`src/rtl/ifu_pkg.sv`:
```
// ifu_pkg: shared types and constants for the instruction fetch unit.
package ifu_pkg;

  // Fetch FSM states
  typedef enum logic [2:0] {
    IDLE  = 3'd0,
    REQ   = 3'd1,
    WAIT  = 3'd2,
    HOLD  = 3'd3,
    EXEC  = 3'd4,
    FAULT = 3'd5
  } ifu_state_t;

  // Reason recorded when the unit enters FAULT
  typedef enum logic [1:0] {
    CAUSE_NONE     = 2'd0,
    CAUSE_ACCESS   = 2'd1,
    CAUSE_TIMEOUT  = 2'd2,
    CAUSE_MISALIGN = 2'd3
  } fault_cause_t;

  localparam logic [31:0] IFU_RESET_PC = 32'h8000_0000;
  localparam int unsigned IFU_TIMEOUT  = 255;

  // A fetch target is usable only when it is word aligned
  function automatic logic ifu_pc_aligned(input logic [31:0] addr);
    return (addr[1:0] == 2'b00);
  endfunction

endpackage

```
`src/rtl/ifu_fetch.sv`:
```
// ifu_fetch: single-outstanding instruction fetch unit. Issues one imem read
// per instruction, hands the word to decode, then waits for write-back to
// supply the next PC. Any fault parks the unit until reset.
module ifu_fetch
  import ifu_pkg::*;
#(
  parameter logic [31:0] RESET_PC = IFU_RESET_PC,
  parameter int unsigned TIMEOUT  = IFU_TIMEOUT
) (
  input  logic        clk,
  input  logic        rst,
  output logic        imem_req_valid,
  output logic [31:0] imem_req_addr,
  input  logic        imem_req_ready,
  input  logic        imem_rsp_valid,
  input  logic [31:0] imem_rsp_data,
  input  logic        imem_rsp_err,
  output logic [31:0] real_ins,
  output logic        ifu_valid,
  input  logic        idu_ready,
  output logic [31:0] pc,
  input  logic        wb_valid,
  input  logic [31:0] wb_next_pc,
  output logic        fetch_fault,
  output logic [1:0]  fault_cause
);

  // Counter value during the last WAIT cycle allowed before a timeout fault
  localparam logic [7:0] CNT_LAST = 8'(TIMEOUT - 1);

  ifu_state_t   state_r, state_next_s;
  fault_cause_t cause_r, cause_next_s;
  logic [31:0]  pc_r, pc_next_s;
  logic [31:0]  ins_r, ins_next_s;
  logic [7:0]   cnt_r, cnt_next_s;

  // State, PC, instruction, counter and cause registers
  always_ff @(posedge clk or posedge rst) begin
    if (rst) begin
      state_r <= IDLE;
      pc_r    <= RESET_PC;
      ins_r   <= 32'h0000_0000;
      cnt_r   <= 8'd0;
      cause_r <= CAUSE_NONE;
    end else begin
      state_r <= state_next_s;
      pc_r    <= pc_next_s;
      ins_r   <= ins_next_s;
      cnt_r   <= cnt_next_s;
      cause_r <= cause_next_s;
    end
  end

  // Next-state and datapath update; inputs outside their owning state are ignored
  always_comb begin
    state_next_s = state_r;
    pc_next_s    = pc_r;
    ins_next_s   = ins_r;
    cnt_next_s   = cnt_r;
    cause_next_s = cause_r;
    case (state_r)
      IDLE: begin
        state_next_s = REQ;
      end
      REQ: begin
        if (imem_req_ready) begin
          state_next_s = WAIT;
          cnt_next_s   = 8'd0;
        end else begin
          state_next_s = REQ;
        end
      end
      WAIT: begin
        // Saturating so a large TIMEOUT can never wrap back to zero
        if (cnt_r == 8'hFF) begin
          cnt_next_s = cnt_r;
        end else begin
          cnt_next_s = cnt_r + 8'd1;
        end
        // A response arriving on the final allowed cycle still wins
        if (imem_rsp_valid && !imem_rsp_err) begin
          ins_next_s   = imem_rsp_data;
          state_next_s = HOLD;
        end else if (imem_rsp_valid) begin
          state_next_s = FAULT;
          cause_next_s = CAUSE_ACCESS;
        end else if (cnt_r >= CNT_LAST) begin
          state_next_s = FAULT;
          cause_next_s = CAUSE_TIMEOUT;
        end else begin
          state_next_s = WAIT;
        end
      end
      HOLD: begin
        if (idu_ready) begin
          state_next_s = EXEC;
        end else begin
          state_next_s = HOLD;
        end
      end
      EXEC: begin
        if (wb_valid) begin
          if (ifu_pc_aligned(wb_next_pc)) begin
            pc_next_s    = wb_next_pc;
            state_next_s = REQ;
          end else begin
            state_next_s = FAULT;
            cause_next_s = CAUSE_MISALIGN;
          end
        end else begin
          state_next_s = EXEC;
        end
      end
      FAULT: begin
        state_next_s = FAULT;
      end
      default: begin
        // Corrupted state encoding: park safely
        state_next_s = FAULT;
      end
    endcase
  end

  // Outputs come straight from registers or a decode of the state register
  assign imem_req_valid = (state_r == REQ);
  assign imem_req_addr  = pc_r;
  assign ifu_valid      = (state_r == HOLD);
  assign real_ins       = ins_r;
  assign pc             = pc_r;
  assign fetch_fault    = (state_r == FAULT);
  assign fault_cause    = cause_r;

endmodule

```
`config.mk`:
```
export PLATFORM = sky130hd
export DESIGN_NAME = ifu_fetch
export DESIGN_NICKNAME = d
export VERILOG_FILES = /design/src/rtl/ifu_pkg.sv /design/src/rtl/ifu_fetch.sv
export SDC_FILE = /design/constraint.sdc
export NUM_CORES = 1
export LEC_CHECK = 0
export ABC_CLOCK_PERIOD_IN_PS = 4440
export CORE_MARGIN = 3
export CORE_UTILIZATION = 44
export DETAILED_ROUTE_END_ITERATION = 10
export PLACE_DENSITY = 0.91
export SLEW_MARGIN = 25
export SYNTH_ARGS = -nofsm -noshare
export SYNTH_HDL_FRONTEND = slang
export SYNTH_SLANG_ARGS = --single-unit
```
`constraint.sdc`:
```
create_clock -name clk -period 4.44 [get_ports clk]
set_input_delay 0.888 -clock clk [delete_from_list [all_inputs] [get_ports clk]]
set_output_delay 0.888 -clock clk [all_outputs]
set_load 0.05 [all_outputs]
```
==> impl_metrics.yaml, run 1 <==
status:
  outcome: "complete, no violations"
timing:
  fmax_mhz: 326
  relSlewSlack: 0.471
  setup_violations: 0
  min_period_ns: 3.07
  skew_ns: 0.0115
  slew_viol_final: 0
  hold_violations: 0
  finalSetupTns_ns: 0
  fin_hold_ws_ns: 0.492
  rsz0062_at_grt: "false"
  setup_slack_ns: 1.37
  period_share: 0.692
  tightest_slew_ns: 0.790
cells_and_area:
  drive_gt1_frac: 0.209
  post-route-util: 0.685
  stdcell_count: 513
  n_antenna_cell: 0
  syn_to_final_growth_pct: 48.0
  nNetsFinal: 479
  design_area_um2: 5400
routing:
  post_drt_wl_per_cell_um: 16.9
  via_per_inst: 5.02
  ant_nets: 0
  wl_mm: 8.69
  dr_total_vias: 2574
  drtIter0Drc: 83
  firstDrtPassIters: 4
  drt_drc_violations_left: 0
logic_synthesis:
  synthCells: 264
  synth-edff-count: 0
  synth_most_common_cell: "dfrtp_1"
  synth_cell_types: 52
  seq_area_frac_synth: 0.528
  synth_top_area_cell: "dfrtp_1"
  syn-num-nets: 337
  synth_common_cells: "dfrtp_1, buf_4, mux2_4"
  syn_avg_cell_area_um2: 13.8
  synth_top_flop_cell: "dfrtp_1"
  syn_area_um2: 3650
  synthTopCellsByArea: "dfrtp_1, mux2_4, mux2_2"
  ys_ff_latch: 77
  yosysWarningCount: 0
  synth_top_area_share: 0.521
  async_reset_ff_frac: 1.00
worst_setup_path:
  critPathMostFrequentCell: "nor2b_1"
  critPathTopFamily: "buffers and inverters"
  critPathArrivalTime_ns: 2.18
  path_cells: "nor2b_1, nor2b_1, clkdlybuf4s50_1"
  crit_buf_inv: 1
  critPathKind: "reg -> out"
  cp-start-kind: "register"
  worst_path_max_delay_cell: "clkdlybuf4s50_1"
  cp.required_ns: 3.55
  critPathCaptureType: "output port"
  cp_max_fo: 12
  critPathMaxStageDelay_ns: 0.83
placed_design:
  dp_slack_ns: 1.60
  place_area_um2: 5160
  gp_congestion: 0.829
  dp_hpwl_mm: 6.59
  placed_cells: 497
  buffer_ports.inserted: 171
pwr:
  cellLeakagePower_nw: 2.44
  p_per_area_nw_per_um2: 738
  peakVddDrop_uv: 367
  finalPower_mw: 3.98
die:
  core-area_um2: 7890
  rows: 32
  io_pins: 172
  die_h_um: 97.1
  die-width_um: 97.1
  dieArea_um2: 9420
  start_util: 0.463
clocking:
  cts_setup_buffers: 0
  cts-htree-levels: 3
  cts_root_buffer: "clkbuf_8"
  path_clk_slew_ns: 0.08
  clk_path_buf_depth: 2
  insertion_delay_ns: 0.34
  hold_buffers: 0
  cts.sink_count: 77
  tritoncts: "yes"
  ctsResizeCount: 0
  numCtsBuffers: 9
grt:
  grt_pass1_vias: 2781
  grt_overflow: 0
  grt_antenna_before_repair: 0
  grt_max_degree: 47
  grt_first_pass_wirelength_mm: 14.5
  grt_use_total: 0.190
flow_run:
  drv_cap: 0
hold_path:
  min_path_type: "reg -> reg"
==> cells by family after synthesis <==
group,count (synthesis),synth area share
flip-flops,77,0.528
multiplexers,66,0.231
buffers and inverters,48,0.0991
AND/OR/NAND/NOR,44,0.0775
AO/OA/AOI/OAI,27,0.0569
adder cells (fa/ha/maj),2,0.00686
==> flip-flops by register name, indices dropped and copies added (netlist names) <==
register / cells
cnt_r: 8
fault_cause: 2
imem_req_addr: 32
real_ins: 32
state_r: 3
==> cell usage in the layout (no fill, tap or decap), drive strengths merged, types with 3 or more instances in the layout <==
| cell type | instances |
|---|---|
| nand3 | 4 |
| clkinvlp | 3 |
| nand2 | 11 |
| inv | 5 |
| nor2b | 3 |
| a31oi | 3 |
| mux2 | 63 |
| dfrtp | 76 |
| mux2i | 3 |
| clkdlybuf4s50 | 171 |
| a21oi | 6 |
| clkbuf | 11 |
| nand2b | 3 |
| and2 | 5 |
| o21ai | 4 |
| nor2 | 6 |
==> final timing paths <==
check | from | to | slack, ns | cells past startpoint
worst max-delay path | state_r[0] | imem_req_valid | 1.37 | 3
worst min-delay path | real_ins[27] | real_ins[27] | 0.49 | 1
worst max register to register | state_r[0] | real_ins[25] | 2.41 | 4
worst min register to register | real_ins[27] | real_ins[27] | 0.49 | 1
max in group asynchronous | rst | imem_req_addr[31] | 2.65 | 3
min in group asynchronous | rst | imem_req_addr[6] | 0.99 | 2
==> layer usage <==
| metal | track usage | wire (um) | up-vias |
|---|---|---|---|
| met4 | 0.0670 | 137 | 0 |
| met5 | 0 | 0 | - |
| met3 | 0.0524 | 642 | 12 |
| met2 | 0.326 | 4440 | 109 |
| li1 | - | - | 1180 |
| met1 | 0.229 | 3470 | 1273 |
==> power by group <==
part | switching (mW) | internal, mW
combinational | 1.44 | 0.832
clock | 0.255 | 0.347
sequential | 0.194 | 0.919
==> layout make-up <==
cell class / instances / area [um2]
clock buffer: 11 / 151
clock inverter: 5 / 82.6
timing repair buffer: 173 / 1730
multi-input combinational: 139 / 1360
fill: 570 / 2490
tap: 102 / 128
inverter: 6 / 23.8
sequential: 77 / 1930
Note: power is estimated with default switching activity, not from simulation.
==> run 2, diff against run 1 <==
--- a/config.mk
+++ b/config.mk
@@ -5,11 +5,11 @@
 export SDC_FILE = /design/constraint.sdc
 export NUM_CORES = 1
 export LEC_CHECK = 0
-export ABC_CLOCK_PERIOD_IN_PS = 4440
+export ABC_CLOCK_PERIOD_IN_PS = 3200
 export CORE_MARGIN = 3
-export CORE_UTILIZATION = 44
+export CORE_UTILIZATION = 41
 export DETAILED_ROUTE_END_ITERATION = 10
-export PLACE_DENSITY = 0.91
+export PLACE_DENSITY = 0.86
 export SLEW_MARGIN = 25
 export SYNTH_ARGS = -nofsm -noshare
 export SYNTH_HDL_FRONTEND = slang
==> constraint.sdc (replaced) <==
create_clock -name clk -period 3.2 [get_ports clk]
set_input_delay 0.64 -clock clk [delete_from_list [all_inputs] [get_ports clk]]
set_output_delay 0.64 -clock clk [all_outputs]
set_load 0.05 [all_outputs]
==> impl_metrics.yaml, run 2 (synthesis gave the netlist of run 1 again) <==
routing:
  ant_nets: 0
  via_per_inst: 4.91
  drtIter0Drc: 56
  post_drt_wl_per_cell_um: 16.8
  wl_mm: 8.69
  firstDrtPassIters: 4
  dr_total_vias: 2532
  drt_drc_violations_left: 0
timing:
  tightest_slew_ns: 0.777
  relSlewSlack: 0.480
  skew_ns: 0.00955
  fmax_mhz: 358
  period_share: 0.873
  setup_violations: 0
  hold_violations: 0
  min_period_ns: 2.79
  finalSetupTns_ns: 0
  slew_viol_final: 0
  rsz0062_at_grt: "false"
clocking:
  cts_root_buffer: "clkbuf_8"
  path_clk_slew_ns: 0.08
  tritoncts: "yes"
  hold_buffers: 0
  insertion_delay_ns: 0.33
  clk_path_buf_depth: 2
  cts-htree-levels: 3
  ctsResizeCount: 0
  numCtsBuffers: 9
  cts.sink_count: 77
  cts_setup_buffers: 0
cells_and_area:
  final_cell_mix: "clkdlybuf4s50_1, dfrtp_1, mux2_4, mux2_2"
  design_area_um2: 5440
  n_antenna_cell: 0
  syn_to_final_growth_pct: 49.0
  final_common_cell: "clkdlybuf4s50_1"
  nNetsFinal: 480
  fillCellCount: 627
  drive_gt1_frac: 0.207
placed_design:
  place_area_um2: 5180
  gp_congestion: 0.807
  buffer_ports.inserted: 171
  dp_hpwl_mm: 6.57
worst_setup_path:
  cp.required_ns: 2.56
  r2r_cells: 4
  critPathArrivalTime_ns: 2.15
  cp_max_fo: 12
  critPathKind: "reg -> out"
  cp-start-kind: "register"
  critPathCaptureType: "output port"
grt:
  grt_pass1_vias: 2720
  grt_first_pass_wirelength_mm: 13.7
  grt_antenna_before_repair: 0
  grt_use_total: 0.172
  grt_overflow: 0
  grt_max_degree: 47
die:
  die_h_um: 100
  rows: 33
  dieArea_um2: 10100
  start_util: 0.433
  core-area_um2: 8420
  io_pins: 172
  die-width_um: 100
pwr:
  p_sw_mw: 2.59
  intPower_mw: 3.05
  peakVddDrop_uv: 495
  p_clk_frac: 0.169
  p_comb_frac: 0.563
  switching_share: 0.459
  power_frac_seq: 0.268
  finalPower_mw: 5.65
  cellLeakagePower_nw: 2.47
  p_per_area_nw_per_um2: 1040
status:
  outcome: "complete, no violations"
flow_run:
  drv_cap: 0
hold_path:
  hold_depth: 1
  min_path_type: "reg -> reg"
==> run 2: changes by cell type in the layout (fill, tap and decap cells not counted), sizes merged <==
cell	change
clkinv	-1
inv	+1
bufinv	+2
buf	+1
clkinvlp	-3
==> run 2: layout make-up <==
class | instances | area, um2 | share of cell area
clock buffer | 11 | 141 | 0.0260
clock inverter | 4 | 120 | 0.0221
inverter | 6 | 22.5 | 0.00414
multi-input combinational | 139 | 1360 | 0.250
sequential | 77 | 1930 | 0.355
tap | 105 | 131 | 0.0242
timing repair buffer | 174 | 1730 | 0.319
==> run 2: final timing paths <==
check	endpoint	from	slack (ns)
setup / recovery	imem_req_valid	state_r[0]	0.41
hold / removal	real_ins[21]	real_ins[21]	0.50
setup reg to reg	real_ins[26]	state_r[0]	1.17
hold reg to reg	real_ins[21]	real_ins[21]	0.50
max in group asynchronous	real_ins[1]	rst	2.02
min in group asynchronous	imem_req_addr[19]	rst	0.72
==> run 2: power groups by stage <==
stage | logic [mW] | registers (mW) | clock network [mW]
finish | 3.18 | 1.52 | 0.953
global route | 3.29 | 1.56 | 1.02
CTS | 3.21 | 1.52 | 0.978
detailed placement | 3.20 | 1.54 | 0
global placement | 3.16 | 1.51 | 0
floorplan | 1.39 | 2.44 | 0
==> run 2: routing by layer <==
metal,routed length [um],global-route usage,vias to the layer above
met2,4390,0.293,108
li1,-,-,1178
met3,707,0.0514,9
met5,0,0,-
met1,3540,0.210,1237
met4,55,0.0518,0
==> run 2: through the flow <==
step | setup slack [ns] | hold slack [ns] | cells | util
final | 0.408 | 0.501 | 516 | 0.646
after global routing | 0.259 | 0.520 | 516 | 0.646
after global placement | 0.676 | 0.476 | 501 | 0.615
after floorplan | 0.595 | 0.510 | 264 | -
after CTS | 0.384 | 0.507 | 516 | 0.646
after detailed placement | 0.599 | 0.489 | 501 | 0.615
==> run 2: worst max-delay path: stages, from the launching register on <==
cell             delay, ns
dfrtp_1               0.54
nor2b_1               0.28
nor2b_1               0.17
clkdlybuf4s50_1       0.83
==> run 3, diff against run 2 <==
--- a/config.mk
+++ b/config.mk
@@ -7,9 +7,9 @@
 export LEC_CHECK = 0
 export ABC_CLOCK_PERIOD_IN_PS = 3200
 export CORE_MARGIN = 3
-export CORE_UTILIZATION = 41
+export CORE_UTILIZATION = 40
 export DETAILED_ROUTE_END_ITERATION = 10
-export PLACE_DENSITY = 0.86
+export PLACE_DENSITY = 0.85
 export SLEW_MARGIN = 25
 export SYNTH_ARGS = -nofsm -noshare
 export SYNTH_HDL_FRONTEND = slang
==> impl_metrics.yaml, run 3 (synthesis gave the netlist of run 1 again) <==
clocking:
  numCtsBuffers: 9
  path_clk_slew_ns: 0.08
  hold_buffers: 0
  ctsResizeCount: 0
  clk_path_buf_depth: 2
  cts-htree-levels: 3
  cts.sink_count: 77
  cts_root_buffer: "clkbuf_8"
  cts_setup_buffers: 0
  insertion_delay_ns: 0.34
  tritoncts: "yes"
pwr:
  p_clk_frac: 0.150
  peakVddDrop_uv: 502
  cellLeakagePower_nw: 2.44
  switching_share: 0.474
  p_per_area_nw_per_um2: 1020
  power_frac_seq: 0.279
  intPower_mw: 2.89
  p_sw_mw: 2.60
  p_comb_frac: 0.572
routing:
  met2_wirelength_mm: 4.09
  wl_met1_mm: 3.57
  via_per_inst: 4.88
  top_layer: "met4"
  firstDrtPassIters: 6
  wl_mm: 8.42
  dr_total_vias: 2527
  drtIter0Drc: 48
  post_drt_wl_per_cell_um: 16.3
  ant_nets: 0
  drt_drc_violations_left: 0
  met3WireLength_um: 686
placed_design:
  dp_hpwl_mm: 6.22
  gp_congestion: 0.822
  dp_slack_ns: 0.630
  placed_cells: 502
  buffer_ports.inserted: 171
die:
  die-width_um: 102
  die_h_um: 102
  start_util: 0.414
  dieArea_um2: 10300
  rows: 34
  core-area_um2: 8810
  io_pins: 172
cells_and_area:
  final_common_cell: "clkdlybuf4s50_1"
  fillCellCount: 691
  stdcell_count: 518
  n_antenna_cell: 0
  drive_gt1_frac: 0.205
  final_cell_mix: "clkdlybuf4s50_1, dfrtp_1, mux2_4, mux2_2"
  nNetsFinal: 478
  syn_to_final_growth_pct: 48.1
timing:
  slew_viol_final: 0
  skew_ns: 0.00801
  rsz0062_at_grt: "false"
  setup_violations: 0
  setup_slack_ns: 0.378
  min_period_ns: 2.82
  hold_violations: 0
  fmax_mhz: 354
  relSlewSlack: 0.471
  finalSetupTns_ns: 0
  period_share: 0.882
  tightest_slew_ns: 0.791
worst_setup_path:
  cp_max_fo: 12
  cp-start-kind: "register"
  regToRegEndpoint: "imem_req_addr[26]"
  critPathArrivalTime_ns: 2.18
  reg2reg_from: "state_r[2]"
  critPathCaptureType: "output port"
  cp.required_ns: 2.56
  critPathKind: "reg -> out"
  r2r_cells: 3
  r2r_slack_ns: 1.15
grt:
  grt_max_degree: 42
  grt_use_total: 0.164
  grt_overflow: 0
  grt_antenna_before_repair: 0
  grt_first_pass_wirelength_mm: 13.3
  grt_pass1_vias: 2615
hold_path:
  hold_depth: 1
  hp-start: "real_ins[23]"
  hold_end: "real_ins[23]"
  min_path_type: "reg -> reg"
flow_run:
  drv_cap: 0
status:
  outcome: "complete, no violations"
run 3: cell type report:
cell class                 instances  area, um2  share of cell area
clock buffer                      11        141              0.0262
sequential                        77       1930               0.357
inverter                           6       23.8             0.00440
multi-input combinational        139       1360               0.252
tap                              108        135              0.0250
clock inverter                     5       83.8              0.0155
timing repair buffer             172       1730               0.320
run 3: metal layers:
layer / global-route usage / up-vias
met5: 0 / -
met4: 0.0368 / 0
met3: 0.0558 / 9
met2: 0.272 / 119
met1: 0.209 / 1216
li1: - / 1183
run 3: critical path: stages, from the launching register on:
cell and delay [ns]:
dfrtp_1 0.54, nor2b_1 0.29, nor2b_1 0.18, clkdlybuf4s50_1 0.83
run 3: how the worst max path moves through the flow:
stage,from,endpoint,slack (ns)
final,state_r[0],imem_req_valid,0.38
after floorplan,rst,cnt_r[0],0.59
after CTS,state_r[0],imem_req_valid,0.38
after global placement,imem_rsp_valid,real_ins[11],0.68
after global routing,state_r[0],imem_req_valid,0.24
after detailed placement,imem_rsp_valid,real_ins[15],0.63
run 3: power by group through the flow:
stage	sequential [mW]	clock, mW	combinational [mW]
after detailed placement	1.55	0	3.15
after CTS	1.54	0.849	3.16
after floorplan	2.44	0	1.39
after global placement	1.53	0	3.13
final	1.53	0.822	3.14
after global routing	1.59	0.894	3.26
run 3: stage by stage:
step                      hold slack (ns)  power (mW)  area (um2)   util
after floorplan                     0.510        3.84        3650      -
after global placement              0.477        4.66        5180  0.588
after detailed placement            0.484        4.71        5180  0.588
after CTS                           0.503        5.55        5400  0.614
after global routing                0.517        5.74        5400  0.614
final                               0.497        5.50        5400  0.614
